File: config.mk
export PLATFORM = sky130hd
export DESIGN_NAME = histogram_eq_master_fsm
export DESIGN_NICKNAME = d
export VERILOG_FILES = /design/src/rtl/histogram_eq_pkg.sv /design/src/rtl/histogram_eq_master_fsm_stage_timer.sv /design/src/rtl/histogram_eq_master_fsm.sv
export SDC_FILE = /design/constraint.sdc
export NUM_CORES = 1
export LEC_CHECK = 0
export ABC_AREA = 1
export CORE_MARGIN = 8
export CORE_UTILIZATION = 50
export CTS_BUF_LIST = sky130_fd_sc_hd__clkbuf_4 sky130_fd_sc_hd__clkbuf_8
export DETAILED_ROUTE_END_ITERATION = 8
export GPL_TIMING_DRIVEN = 1
export HOLD_SLACK_MARGIN = 0.05
export PLACE_DENSITY = 0.77
export SYNTH_ARGS = -nofsm -noshare
export SYNTH_HDL_FRONTEND = slang
export SYNTH_HIERARCHICAL = 1
export SYNTH_SLANG_ARGS = --single-unit
File: constraint.sdc
create_clock -name clock -period 4.1 [get_ports clock]
set_input_delay 0.615 -clock clock [delete_from_list [all_inputs] [get_ports clock]]
set_output_delay 0.615 -clock clock [all_outputs]
set_load 0.02 [all_outputs]
File: src/rtl/histogram_eq_pkg.sv
// Shared types and defaults for the histogram-equalization frame sequencer.
// Holds the state encoding, default parameters and the saturating increment.
package histogram_eq_pkg;

    typedef enum logic [2:0] {
        ST_IDLE  = 3'd0,
        ST_HIST  = 3'd1,
        ST_CDF   = 3'd2,
        ST_DIV   = 3'd3,
        ST_DONE  = 3'd4,
        ST_ERROR = 3'd5
    } state_e;

    localparam logic [15:0] DEFAULT_LAST_INPUT_ADDR = 16'd4095;
    localparam logic [31:0] DEFAULT_TIMEOUT_CYCLES  = 32'd200000;

    // Increment that sticks at all-ones instead of wrapping to zero.
    function automatic logic [31:0] sat_inc(input logic [31:0] value);
        return (value == 32'hFFFF_FFFF) ? value : value + 32'd1;
    endfunction

endpackage

File: src/rtl/histogram_eq_master_fsm_stage_timer.sv
// Per-stage cycle counter: synchronous clear, saturating count while enabled,
// and a flag raised on the last cycle allowed before the watchdog expires.
module stage_timer
    import histogram_eq_pkg::*;
#(
    parameter logic [31:0] TIMEOUT_CYCLES = DEFAULT_TIMEOUT_CYCLES
) (
    input  logic        clock,
    input  logic        reset,
    input  logic        clear,
    input  logic        enable,
    output logic [31:0] count,
    output logic        timeout
);

    // Compared at 33 bits so TIMEOUT_CYCLES=0 can never match a real count.
    localparam logic [32:0] TIMEOUT_LAST = {1'b0, TIMEOUT_CYCLES} - 33'd1;

    logic [31:0] count_reg;

    always_ff @(posedge clock or negedge reset) begin
        if (!reset) begin
            count_reg <= '0;
        end else if (clear) begin
            count_reg <= '0;
        end else if (enable) begin
            count_reg <= sat_inc(count_reg);
        end
    end

    assign count   = count_reg;
    assign timeout = enable && ({1'b0, count_reg} == TIMEOUT_LAST);

endmodule

File: src/rtl/histogram_eq_master_fsm.sv
// Frame sequencer for histogram equalization: runs histogram, CDF and divider
// stages in order, with a per-stage watchdog, abort and per-stage durations.
module histogram_eq_master_fsm
    import histogram_eq_pkg::*;
#(
    parameter logic [15:0] LAST_INPUT_ADDR = DEFAULT_LAST_INPUT_ADDR,
    parameter logic [31:0] TIMEOUT_CYCLES  = DEFAULT_TIMEOUT_CYCLES
) (
    input  logic        clock,
    input  logic        reset,
    input  logic        start,
    input  logic        abort,
    input  logic [15:0] histogram_input_mem_raddr0,
    input  logic [15:0] histogram_input_mem_raddr1,
    input  logic        histogram_computation_done,
    input  logic        cdf_done,
    input  logic        divider_done,
    output logic        start_histogram,
    output logic        start_cdf,
    output logic        start_divider,
    output logic        input_mem_read_finished,
    output logic        busy,
    output logic        done,
    output logic        error,
    output logic [31:0] hist_cycles,
    output logic [31:0] cdf_cycles,
    output logic [31:0] div_cycles
);

    state_e            state_reg;
    state_e            state_next;
    logic [2:0]        stage_sel;
    logic              in_stage;
    logic              stage_timeout;
    logic              timer_clear;
    logic              frame_start;
    logic              stage_exit;
    logic [31:0]       stage_count;
    logic [31:0]       latch_value;
    logic [1:0]        addr_hit;
    logic              read_finished_reg;
    logic              read_finished_next;
    logic [2:0][31:0]  cycles_reg;

    always_ff @(posedge clock or negedge reset) begin
        if (!reset) begin
            state_reg <= ST_IDLE;
        end else begin
            state_reg <= state_next;
        end
    end

    // Abort wins over everything; a stage's own done flag wins over its timeout.
    always_comb begin
        state_next = state_reg;
        if (abort) begin
            state_next = ST_IDLE;
        end else begin
            case (state_reg)
                ST_IDLE:  if (start) state_next = ST_HIST;
                ST_HIST:  if (histogram_computation_done) state_next = ST_CDF;
                          else if (stage_timeout)         state_next = ST_ERROR;
                ST_CDF:   if (cdf_done)                   state_next = ST_DIV;
                          else if (stage_timeout)         state_next = ST_ERROR;
                ST_DIV:   if (divider_done)               state_next = ST_DONE;
                          else if (stage_timeout)         state_next = ST_ERROR;
                ST_DONE:  state_next = ST_IDLE;
                ST_ERROR: state_next = ST_ERROR;
                default:  state_next = ST_IDLE;
            endcase
        end
    end

    always_comb begin
        start_histogram = 1'b0;
        start_cdf       = 1'b0;
        start_divider   = 1'b0;
        busy            = 1'b0;
        done            = 1'b0;
        error           = 1'b0;
        case (state_reg)
            ST_HIST:  begin start_histogram = 1'b1; busy = 1'b1; end
            ST_CDF:   begin start_cdf       = 1'b1; busy = 1'b1; end
            ST_DIV:   begin start_divider   = 1'b1; busy = 1'b1; end
            ST_DONE:  done  = 1'b1;
            ST_ERROR: error = 1'b1;
            default:  ;
        endcase
    end

    assign stage_sel = {state_reg == ST_DIV, state_reg == ST_CDF, state_reg == ST_HIST};
    assign in_stage  = |stage_sel;

    // Any state change restarts the count, so every stage begins at zero.
    assign timer_clear = (state_next != state_reg);

    stage_timer #(
        .TIMEOUT_CYCLES(TIMEOUT_CYCLES)
    ) u_stage_timer (
        .clock   (clock),
        .reset   (reset),
        .clear   (timer_clear),
        .enable  (in_stage),
        .count   (stage_count),
        .timeout (stage_timeout)
    );

    genvar gi;
    generate
        for (gi = 0; gi < 2; gi++) begin : g_addr_hit
            assign addr_hit[gi] = (((gi == 0) ? histogram_input_mem_raddr0
                                              : histogram_input_mem_raddr1) == LAST_INPUT_ADDR);
        end
    endgenerate

    always_comb begin
        read_finished_next = read_finished_reg;
        if (state_next == ST_IDLE || (state_next == ST_HIST && state_reg != ST_HIST)) begin
            read_finished_next = 1'b0;
        end else if (state_reg == ST_HIST && (|addr_hit)) begin
            read_finished_next = 1'b1;
        end
    end

    always_ff @(posedge clock or negedge reset) begin
        if (!reset) begin
            read_finished_reg <= 1'b0;
        end else begin
            read_finished_reg <= read_finished_next;
        end
    end

    assign input_mem_read_finished = read_finished_reg;

    // Durations are captured on a done or timeout exit; an aborted stage keeps the old value.
    assign frame_start = (state_reg == ST_IDLE) && start && !abort;
    assign stage_exit  = in_stage && !abort && (state_next != state_reg);
    assign latch_value = sat_inc(stage_count);

    always_ff @(posedge clock or negedge reset) begin
        if (!reset) begin
            cycles_reg <= '0;
        end else if (frame_start) begin
            cycles_reg <= '0;
        end else if (stage_exit) begin
            for (int i = 0; i < 3; i++) begin
                if (stage_sel[i]) begin
                    cycles_reg[i] <= latch_value;
                end
            end
        end
    end

    assign hist_cycles = cycles_reg[0];
    assign cdf_cycles  = cycles_reg[1];
    assign div_cycles  = cycles_reg[2];

endmodule

==> metrics.md <==
| Metric | Value |
|---|---|
| Congestion Overflow GR | `0` |
| Total GRT Usage | `around a quarter` |
| Tmin final | `approximately 3.6 ns` |
| Post-synthesis adder-cell area fraction | `less than 1%` |
| Required time of the critical path | `4.46 ns` |
| Chip Width | `about 140 µm` |
| Iter 0 DRT Violations | `roughly 700` |
| # IOs | `between 100 and 150` |
| Root Buffer | `clkbuf_8` |
| Largest net degree at the start of global routing | `72` |
| Max stage delay cell, worst path | `dfrtp_1` |
| Drt via density | `roughly 5.3` |
| Area fraction in compound gates after synthesis | `under 10%` |
| Pre-antenna DRT Iters | `5` |
| WP data arrival | `a little under 4 ns` |
| Predominant post-synthesis flop cell | `dfrtp_1` |
| Most frequent cells in the layout | `420 x nand2_1, 142 x nand3_1, 140 x clkdlybuf4s50_1` |
| DRC viols | `0` |
| Critical path startpoint category | `register` |
| Syn Nets | `approximately 1,100` |
| Synth Area in XOR/XNOR | `around 2.1%` |
| Critical Path Max Stage Delay | `0.60 ns` |
| Slew Viols, Final | `0` |
| Setup violations, final | `0` |
| Placed cell count | `between 1,000 and 1,500` |
| FF+latch count, synth | `132` |
| Antenna-violating nets left | `0` |
| CP top delay family | `simple AND/OR/NAND/NOR gates` |
| Final period util | `between 80% and 90%` |
| ANT cells | `0` |
| Die ar. | `0.0199 mm²` |
| Maximum clock rate | `~280 MHz` |
| Area grow syn2layout | `25.8%` |
| CP most frequent cell | `nand2_1` |
| CP Class | `register to register` |
| Cells after synthesis | `about 1,100` |
| # hold bufs at CTS | `0` |
| Yosys warnings | `6` |
| Hold Violations, Final | `0` |
| CTS max path bufs | `2` |
| Final net count | `~1,300` |
| Most common cell after layout, fill and taps aside | `nand2_1` |
| DP HPWL | `roughly 18 mm` |
| Post-CTS Resized | `0` |
| Max cap viols | `0` |
| Postcts setup bufs | `0` |
| Seq/Total Area, Yosys | `between 40 and 50%` |
| Final wirelength | `~24 mm` |
| CTS Buf Count | `17` |
| Starting Density | `between 50% and 60%` |
| RSZ-0062 raised after global routing | `no` |
| Syn_area_per_cell | `around 7.1 µm²` |
| Share of flip-flops with an asynchronous set or reset | `100%` |
| Num Clock Sinks | `between 100 and 150` |
| Worst-path clk slew | `about 0.080 ns` |
| Via count | `a little under 8,000` |
| Final WS setup | `roughly 0.50 ns` |
| Initial antenna violation count | `0` |
| Place WS | `about 0.56 ns` |
| CP Capture Type | `register` |
| Die height | `around 140 µm` |
| CORE AREA | `about 0.015 mm²` |
| Slew HR | `45.9%` |
| Skew final | `about 0.013 ns` |
| Tightest Hold Check Type | `primary input to async pin` |
| Setup TNS | `0 ns` |
| Buf/Inv on CP | `5` |
| TritonCTS clock tree | `built` |
| Buffers added on ports | `approximately 140` |
| EDFF count, synth | `0` |
| Critical Path Fanout Max | `48` |
| First-pass GRT wire length | `38.8 mm` |
| Peak VDD IR | `between 0.0002 and 0.00025 V` |
| Number of global-route vias before repair | `~7,300` |
| Post-synthesis simple-gate area fraction | `between 40% and 50%` |
| Largest family of logic cells by synthesized area | `simple AND/OR/NAND/NOR gates` |
| P_leak | `4.75 nW` |
| Worst skew pair latency | `about 0.47 ns` |
| Row count | `45` |
| Worst-margin pin slew | `0.812 ns` |
| Routed len/inst | `between 15 and 20 µm` |
| Placer Congestion | `between 0.9 and 1` |
| Layout Cells excl Fill | `~1,500` |
| H-Tree Depth | `4` |
| Post-synthesis cell type count | `44` |
| Share of cells above drive strength 1 | `a little under 10%` |
| Synth Cell Area | `approximately 0.008 mm²` |
| Cell-by-cell trace of the critical path | `nor2_2 -> nor2_1 -> inv_1 -> nor3_1 -> nand4_1 -> nor3_1 -> inv_1 -> nand2_1 -> nand2_1 -> nand2_1 -> nand3_1 -> nand3_1 -> nand2_1 -> inv_2 -> nand3_4 -> inv_1 -> nand2_1 -> nand2_4 -> inv_1 -> nand2_1 -> nand2_1` |
| Status | `complete, no violations` |
| Post-synthesis mux area share | `0%` |
| Pwr dens | `around 300 mW/mm²` |
==> kinds of logic (layout without fill, tap and decap cells) <==
group / after synthesis / after routing
simple gates: 748 / 748
buf+inv: 136 / 292
flops: 132 / 132
compound gates: 69 / 69
xor+xnor: 19 / 19
fa+ha+maj: 2 / 2
==> cell type report <==
class,instances,area [µm²]
Fill cell,1370,5400
Multi-Input combinational cell,838,3900
Sequential cell,132,3300
Timing Repair Buffer,164,1590
Inverter,96,368
Tap cell,211,264
Clock buffer,18,248
Clock inverter,14,188
==> cell usage after synthesis (7+ instances only) <==
cell        n  area (µm²)
nor2_2      8        50.1
nand2_1   420        1580
dfrtp_1   132        3300
o21ai_0    39         195
xor2_1     13         114
o21ai_2    10        87.6
inv_2      14        52.6
a21oi_1     7        35.0
clkbuf_1   13        48.8
nor3_1     20         100
nand4_1    14        87.6
buf_6       7        78.8
or2_2       7        43.8
inv_1      79         297
nand2_2     9        56.3
nor2_1    100         375
nand3_1   142         711
==> metrics by stage <==
| stage | hold WS, ns | area (µm²) | util [%] | power [mW] |
|---|---|---|---|---|
| after floorplan | 0.319 | 7840 | - | 1.60 |
| after global placement | 0.466 | 9430 | 61.8 | 1.74 |
| after detailed placement | 0.466 | 9430 | 61.8 | 1.74 |
| after CTS | 0.243 | 9860 | 64.6 | 2.95 |
| after global routing | 0.277 | 9860 | 64.6 | 3.05 |
| final | 0.219 | 9860 | 64.6 | 2.93 |
==> path summary, 6_finish.rpt <==
kind | startpoint | depth (start not counted) | to | slack [ns]
worst max-delay path | state_reg[1] | 21 | u_stage_timer/count[4] | 0.50
worst min-delay path | reset | 1 | div_cycles[25] | 0.22
worst max register to register | state_reg[1] | 21 | u_stage_timer/count[4] | 0.50
worst min register to register | cdf_cycles[12] | 2 | cdf_cycles[12] | 0.48
max in group asynchronous | reset | 2 | div_cycles[3] | 3.03
min in group clock | cdf_cycles[12] | 2 | cdf_cycles[12] | 0.48
==> layer usage <==
layer	wire length, µm	track usage [%]	up-vias
li1	-	-	3807
met4	332	6.90	0
met3	1770	6.08	26
met2	11200	38.6	307
met1	10400	32.1	3699
met5	0	0	-
==> power by group <==
part | switching (mW) | internal [mW]
combinational | 0.246 | 0.117
sequential | 0.0288 | 1.32
clock | 0.582 | 0.636
total | 0.857 | 2.08
No activity file was read; power rests on OpenSTA's default activity.
